[src/rtl/afifo_txn_pkg.sv]
`timescale 1ns/1ps
`default_nettype none
// ============================================================================
// afifo_txn_pkg : shared transaction types for the async FIFO traffic blocks
// Rev 1.1 : error kinds, write status codes and write-master FSM states
// ============================================================================
package afifo_txn_pkg;

  typedef enum logic [1:0] {
    ERR_NONE  = 2'd0,
    UNDERFLOW = 2'd1,
    OVERFLOW  = 2'd2
  } error_t;

  typedef enum logic [1:0] {
    WR_OK      = 2'd0,
    WR_TIMEOUT = 2'd1,
    WR_OVF_INJ = 2'd2
  } wr_status_t;

  typedef enum logic [1:0] {
    IDLE  = 2'd0,
    CHECK = 2'd1,
    ISSUE = 2'd2,
    RESP  = 2'd3
  } wr_state_t;

endpackage
`default_nettype wire

[src/rtl/afifo_wr_master.sv]
`timescale 1ns/1ps
`default_nettype none
// ============================================================================
// afifo_wr_master : single-outstanding write initiator for the async FIFO
// Rev 1.1 : full-stall retry with timeout, overflow injection, status return
// ============================================================================
module afifo_wr_master
  import afifo_txn_pkg::*;
#(
  parameter int DATA_WIDTH     = 32,
  parameter int ADDR_WIDTH     = 8,
  parameter int MAX_FULL_RETRY = 10
) (
  input  logic                  wclk,
  input  logic                  wrst_n,
  input  logic                  req_valid,
  output logic                  req_ready,
  input  logic [DATA_WIDTH-1:0] req_data,
  input  logic                  req_err_inject,
  input  error_t                req_err_type,
  output logic                  resp_valid,
  input  logic                  resp_ready,
  output wr_status_t            resp_status,
  output logic                  winc,
  output logic [DATA_WIDTH-1:0] wdata,
  input  logic                  wfull,
  output logic                  full_evt,
  output logic                  ovf_evt,
  output logic                  timeout_evt,
  output logic [31:0]           wr_count
);

  localparam int              c_RW         = $clog2(MAX_FULL_RETRY + 1);
  localparam logic [c_RW-1:0] c_RETRY_LAST = c_RW'(MAX_FULL_RETRY - 1);

  if ((MAX_FULL_RETRY < 1) || (ADDR_WIDTH < 1)) begin : g_param_check
    $error("afifo_wr_master: MAX_FULL_RETRY and ADDR_WIDTH must be >= 1");
  end

  wr_state_t             r_state;
  wr_state_t             w_state_next;
  logic [c_RW-1:0]       r_retry_cnt;
  logic [DATA_WIDTH-1:0] r_data_q;
  logic [DATA_WIDTH-1:0] r_wdata;
  logic                  r_inj_q;
  logic                  r_full_evt;
  logic                  r_timeout_evt;
  wr_status_t            r_status;
  logic [31:0]           r_wr_count;

  logic w_accept;
  logic w_req_inj;
  logic w_full_stall;
  logic w_retry_last;

  assign w_accept     = (r_state == IDLE) && req_valid;
  assign w_req_inj    = req_err_inject && (req_err_type == OVERFLOW);
  assign w_full_stall = (r_state == CHECK) && wfull;
  assign w_retry_last = (r_retry_cnt == c_RETRY_LAST);

  always_ff @(posedge wclk or negedge wrst_n) begin
    if (!wrst_n) begin
      r_state <= IDLE;
    end else begin
      r_state <= w_state_next;
    end
  end

  always_comb begin
    w_state_next = r_state;
    case (r_state)
      IDLE: begin
        if (w_accept) begin
          w_state_next = w_req_inj ? ISSUE : CHECK;
        end
      end
      CHECK: begin
        if (!wfull) begin
          w_state_next = ISSUE;
        end else if (w_retry_last) begin
          w_state_next = RESP;
        end
      end
      ISSUE: w_state_next = RESP;
      RESP: begin
        if (resp_ready) begin
          w_state_next = IDLE;
        end
      end
      default: w_state_next = IDLE;
    endcase
  end

  // Handshake and write strobes decode only the state flop, so reset kills them at once.
  always_comb begin
    req_ready  = 1'b0;
    resp_valid = 1'b0;
    winc       = 1'b0;
    ovf_evt    = 1'b0;
    case (r_state)
      IDLE:  req_ready  = 1'b1;
      ISSUE: begin
        winc    = 1'b1;
        ovf_evt = r_inj_q;
      end
      RESP:  resp_valid = 1'b1;
      default: ;
    endcase
  end

  always_ff @(posedge wclk or negedge wrst_n) begin
    if (!wrst_n) begin
      r_retry_cnt   <= '0;
      r_data_q      <= '0;
      r_wdata       <= '0;
      r_inj_q       <= 1'b0;
      r_full_evt    <= 1'b0;
      r_timeout_evt <= 1'b0;
      r_status      <= WR_OK;
      r_wr_count    <= '0;
    end else begin
      r_full_evt    <= w_full_stall;
      r_timeout_evt <= w_full_stall && w_retry_last;

      if (w_accept) begin
        r_data_q    <= req_data;
        r_inj_q     <= w_req_inj;
        r_retry_cnt <= '0;
      end else if (w_full_stall && !w_retry_last) begin
        r_retry_cnt <= r_retry_cnt + 1'b1;
      end

      if (w_full_stall && w_retry_last) begin
        r_status <= WR_TIMEOUT;
      end

      // An injected write skips CHECK, so its data comes straight from the request.
      if (w_state_next == ISSUE) begin
        r_wdata <= (r_state == IDLE) ? req_data : r_data_q;
      end

      if (r_state == ISSUE) begin
        r_wr_count <= r_wr_count + 32'd1;
        r_status   <= r_inj_q ? WR_OVF_INJ : WR_OK;
      end
    end
  end

  assign wdata       = r_wdata;
  assign resp_status = r_status;
  assign full_evt    = r_full_evt;
  assign timeout_evt = r_timeout_evt;
  assign wr_count    = r_wr_count;

endmodule
`default_nettype wire

[config.mk]
export PLATFORM = sky130hd
export DESIGN_NAME = afifo_wr_master
export DESIGN_NICKNAME = d
export VERILOG_FILES = /design/src/rtl/afifo_txn_pkg.sv /design/src/rtl/afifo_wr_master.sv
export SDC_FILE = /design/constraint.sdc
export NUM_CORES = 1
export LEC_CHECK = 0
export ABC_AREA = 1
export BUFFER_PORTS_ARGS = -buffer_cell sky130_fd_sc_hd__buf_2
export CORE_ASPECT_RATIO = 1.4
export CORE_MARGIN = 2
export CORE_UTILIZATION = 58
export DETAILED_ROUTE_END_ITERATION = 16
export PLACE_DENSITY_LB_ADDON = 0.3
export SLEW_MARGIN = 20
export SYNTH_ARGS = -nofsm -noshare
export SYNTH_HDL_FRONTEND = slang
export SYNTH_SLANG_ARGS = --single-unit
[constraint.sdc]
create_clock -name wclk -period 2.5 [get_ports wclk]
set_input_delay 0.125 -clock wclk [delete_from_list [all_inputs] [get_ports wclk]]
set_output_delay 0.125 -clock wclk [all_outputs]
set_load 0.05 [all_outputs]
==> results.json <==
{
  "cts_resized": 0,
  "max_clock_freq_ghz": 0.4801,
  "grt_pass1_wl_mm": 17.97,
  "area_growth_pct": 18.39,
  "clk-insertion-delay-late_ns": 0.34,
  "required_ns": 2.73,
  "synth-edff-count": 0,
  "finalSetupViolations": 0,
  "synthCells": 597,
  "path_class": "flop to flop",
  "rows": 40,
  "yosys-top-cells-count": "nand2_1, dfrtp_1, inv_1, o21ai_0, nor2_1",
  "die_w_um": 82.26,
  "diodes": 0,
  "ys.flop_type": "dfrtp_1",
  "grt_max_degree": 65,
  "core_area_um2": 8458,
  "h-tree-depth": 3,
  "ir_drop_mv": 0.8264,
  "via_per_inst": 5.162,
  "holdBufCountCts": 1,
  "slew_headroom": 0.5536,
  "ys_seq_area_frac": 0.5384,
  "ant_nets": 0,
  "yosysTopAreaCell": "dfrtp_1",
  "synth_top_area_frac": 0.5384,
  "synth_area_um2": 4974,
  "critPathMaxFanout": 12,
  "drt-pass1-iter-count": 5,
  "dp_hpwl_mm": 7.856,
  "async_reset_ff_frac": 1.000,
  "hold_path_class": "input pin to flop",
  "gp_congestion": 0.8897,
  "synth_most_common_cell": "nand2_1",
  "cts_buffers": 9,
  "hold_violations": 0,
  "drtIter0Drc": 227,
  "dieArea_um2": 9342,
  "synthDistinctLibCells": 28,
  "power_density_nw_per_um2": 1231,
  "cts_root_buffer": "clkbuf_16",
  "cap_violations": 0,
  "syn_avg_cell_area_um2": 8.331,
  "drcViolationCount": 0,
  "worst_setup_path_start_kind": "flop",
  "worst_pin_slew_ns": 0.6689,
  "postCtsSetupBuffers": 0,
  "total_power_mw": 7.249,
  "clockBufferDepth": 2,
  "crit_path_end_kind": "flop",
  "yosys_warnings": 0,
  "drv_slew": 0,
  "boundaryPins": 112,
  "synth_nets": 640,
  "ys_top_cells_by_area": "dfrtp_1, nand2_1, o21ai_0",
  "gr-usage-all-layers": 0.2495,
  "grt_pass1_vias": 3904,
  "wl_mm": 11.09,
  "initial_core_util": 0.5880,
  "skew_ns": 0.006419,
  "antenna_found_initial": 0,
  "clock_sinks": 107,
  "timing.final.crit_share": 0.8332,
  "port_buffers": 111,
  "period_minus_slack_ns": 2.083,
  "fin_tns_setup_ns": 0,
  "rsz0062_at_grt": "false",
  "clk_pin_slew_ns": 0.07,
  "wl_per_cell_um": 13.64,
  "status": "finished clean",
  "die_h_um": 113.6,
  "cts_tree": "built",
  "overflow": 0,
  "p_leak_nw": 3.145,
  "critPathArrivalTime_ns": 2.32,
  "layout-drive-gt1-share": 0.2147,
  "ys_ff_latch": 107,
  "via_count": 4197,
  "fin_nets": 747
}
-- power by group --
group | internal [mW] | switching (mW)
clock | 0.773 | 0.624
sequential | 2.32 | 0.361
combinational | 0.804 | 2.37
total | 3.90 | 3.35
-- placed cells by master, fill, tap and decap left out, types with 2 or more instances in the layout --
| master | n |
|---|---|
| xor2_1 | 13 |
| o21ai_0 | 57 |
| inv_1 | 68 |
| nor3_1 | 7 |
| ha_1 | 3 |
| dfrtp_1 | 107 |
| nor2_1 | 40 |
| clkinv_4 | 2 |
| o21ai_2 | 8 |
| a21oi_1 | 2 |
| nand2_2 | 2 |
| nor2_4 | 2 |
| clkbuf_16 | 9 |
| inv_2 | 2 |
| nand4_1 | 9 |
| nand3_1 | 21 |
| nor2_2 | 5 |
| buf_2 | 110 |
| clkinvlp_4 | 2 |
| nand2_1 | 192 |
| buf_4 | 3 |
| xnor2_1 | 6 |
| o21ai_1 | 24 |
| mux2i_1 | 5 |
-- final cells by class --
class	count	area, um2
tap	105	131.4
clock inverter	6	67.56
timing repair buffer	115	603.1
multi-input combinational	401	1921
clock buffer	9	225.2
sequential	107	2678
inverter	70	262.8
fill	689	2570
-- path summary, 6_finish.rpt --
| kind | from | endpoint | slack [ns] | depth (start not counted) |
|---|---|---|---|---|
| max in group asynchronous | wrst_n | r_data_q[13] | 1.45 | 3 |
| min in group asynchronous | wrst_n | timeout_evt | 0.33 | 2 |
| min | req_data[27] | r_data_q[27] | 0.01 | 3 |
| max | r_state[0] | wr_count[26] | 0.42 | 8 |
| max reg2reg | r_state[0] | wr_count[26] | 0.42 | 8 |
| min reg2reg | wdata[23] | wdata[23] | 0.48 | 2 |
-- cells by family (layout without fill, tap and decap cells) --
family                     count (synthesis)  after routing  synth area share
and+or+nand+nor                          282            282            0.2357
buffers and inverters                     89            200           0.07547
DFF                                      107            107            0.5384
AOI/OAI and AO/OA                         92             92           0.09937
muxes                                      5              5           0.01006
adders and majority gates                  3              3          0.007548
xor gates and xnor gates                  19             19           0.03346
-- critical path, cell delays in order, from the launching register on --
cell      delay, ns
dfrtp_1        0.45
inv_1          0.09
nand2_1        0.33
nor2_2         0.34
nand3b_1       0.14
nor2_1         0.38
nand3_1        0.12
nand2_1        0.08
nand2_1        0.05
-- state kept, by name (all words and copies together), names as in the netlist --
register,count
r_inj_q,1
resp_status,2
wr_count,32
wdata,32
r_state,2
r_retry_cnt,4
timeout_evt,1
r_data_q,32
full_evt,1
-- metal layers --
metal  vias up  wire length (um)  track usage
li1       2085                 -            -
met1      1967              4491       0.3163
met2       128              5721       0.4145
met3        17               649      0.05142
met4         0               223      0.09556
met5         -                 0            0
-- through the flow --
stage	hold slack (ns)	instance area, um2	instances	utilization	setup WS [ns]
after global placement	0.1666	5585	797	0.6604	0.5368
final	0.01073	5888	813	0.6962	0.4169
after floorplan	-0.1706	4974	597	-	0.6660
after global routing	0.01342	5888	813	0.6962	0.2623
after CTS	0.002851	5888	813	0.6962	0.4786
after detailed placement	0.1789	5585	797	0.6604	0.4948
Power figures use the tool's default switching activity.
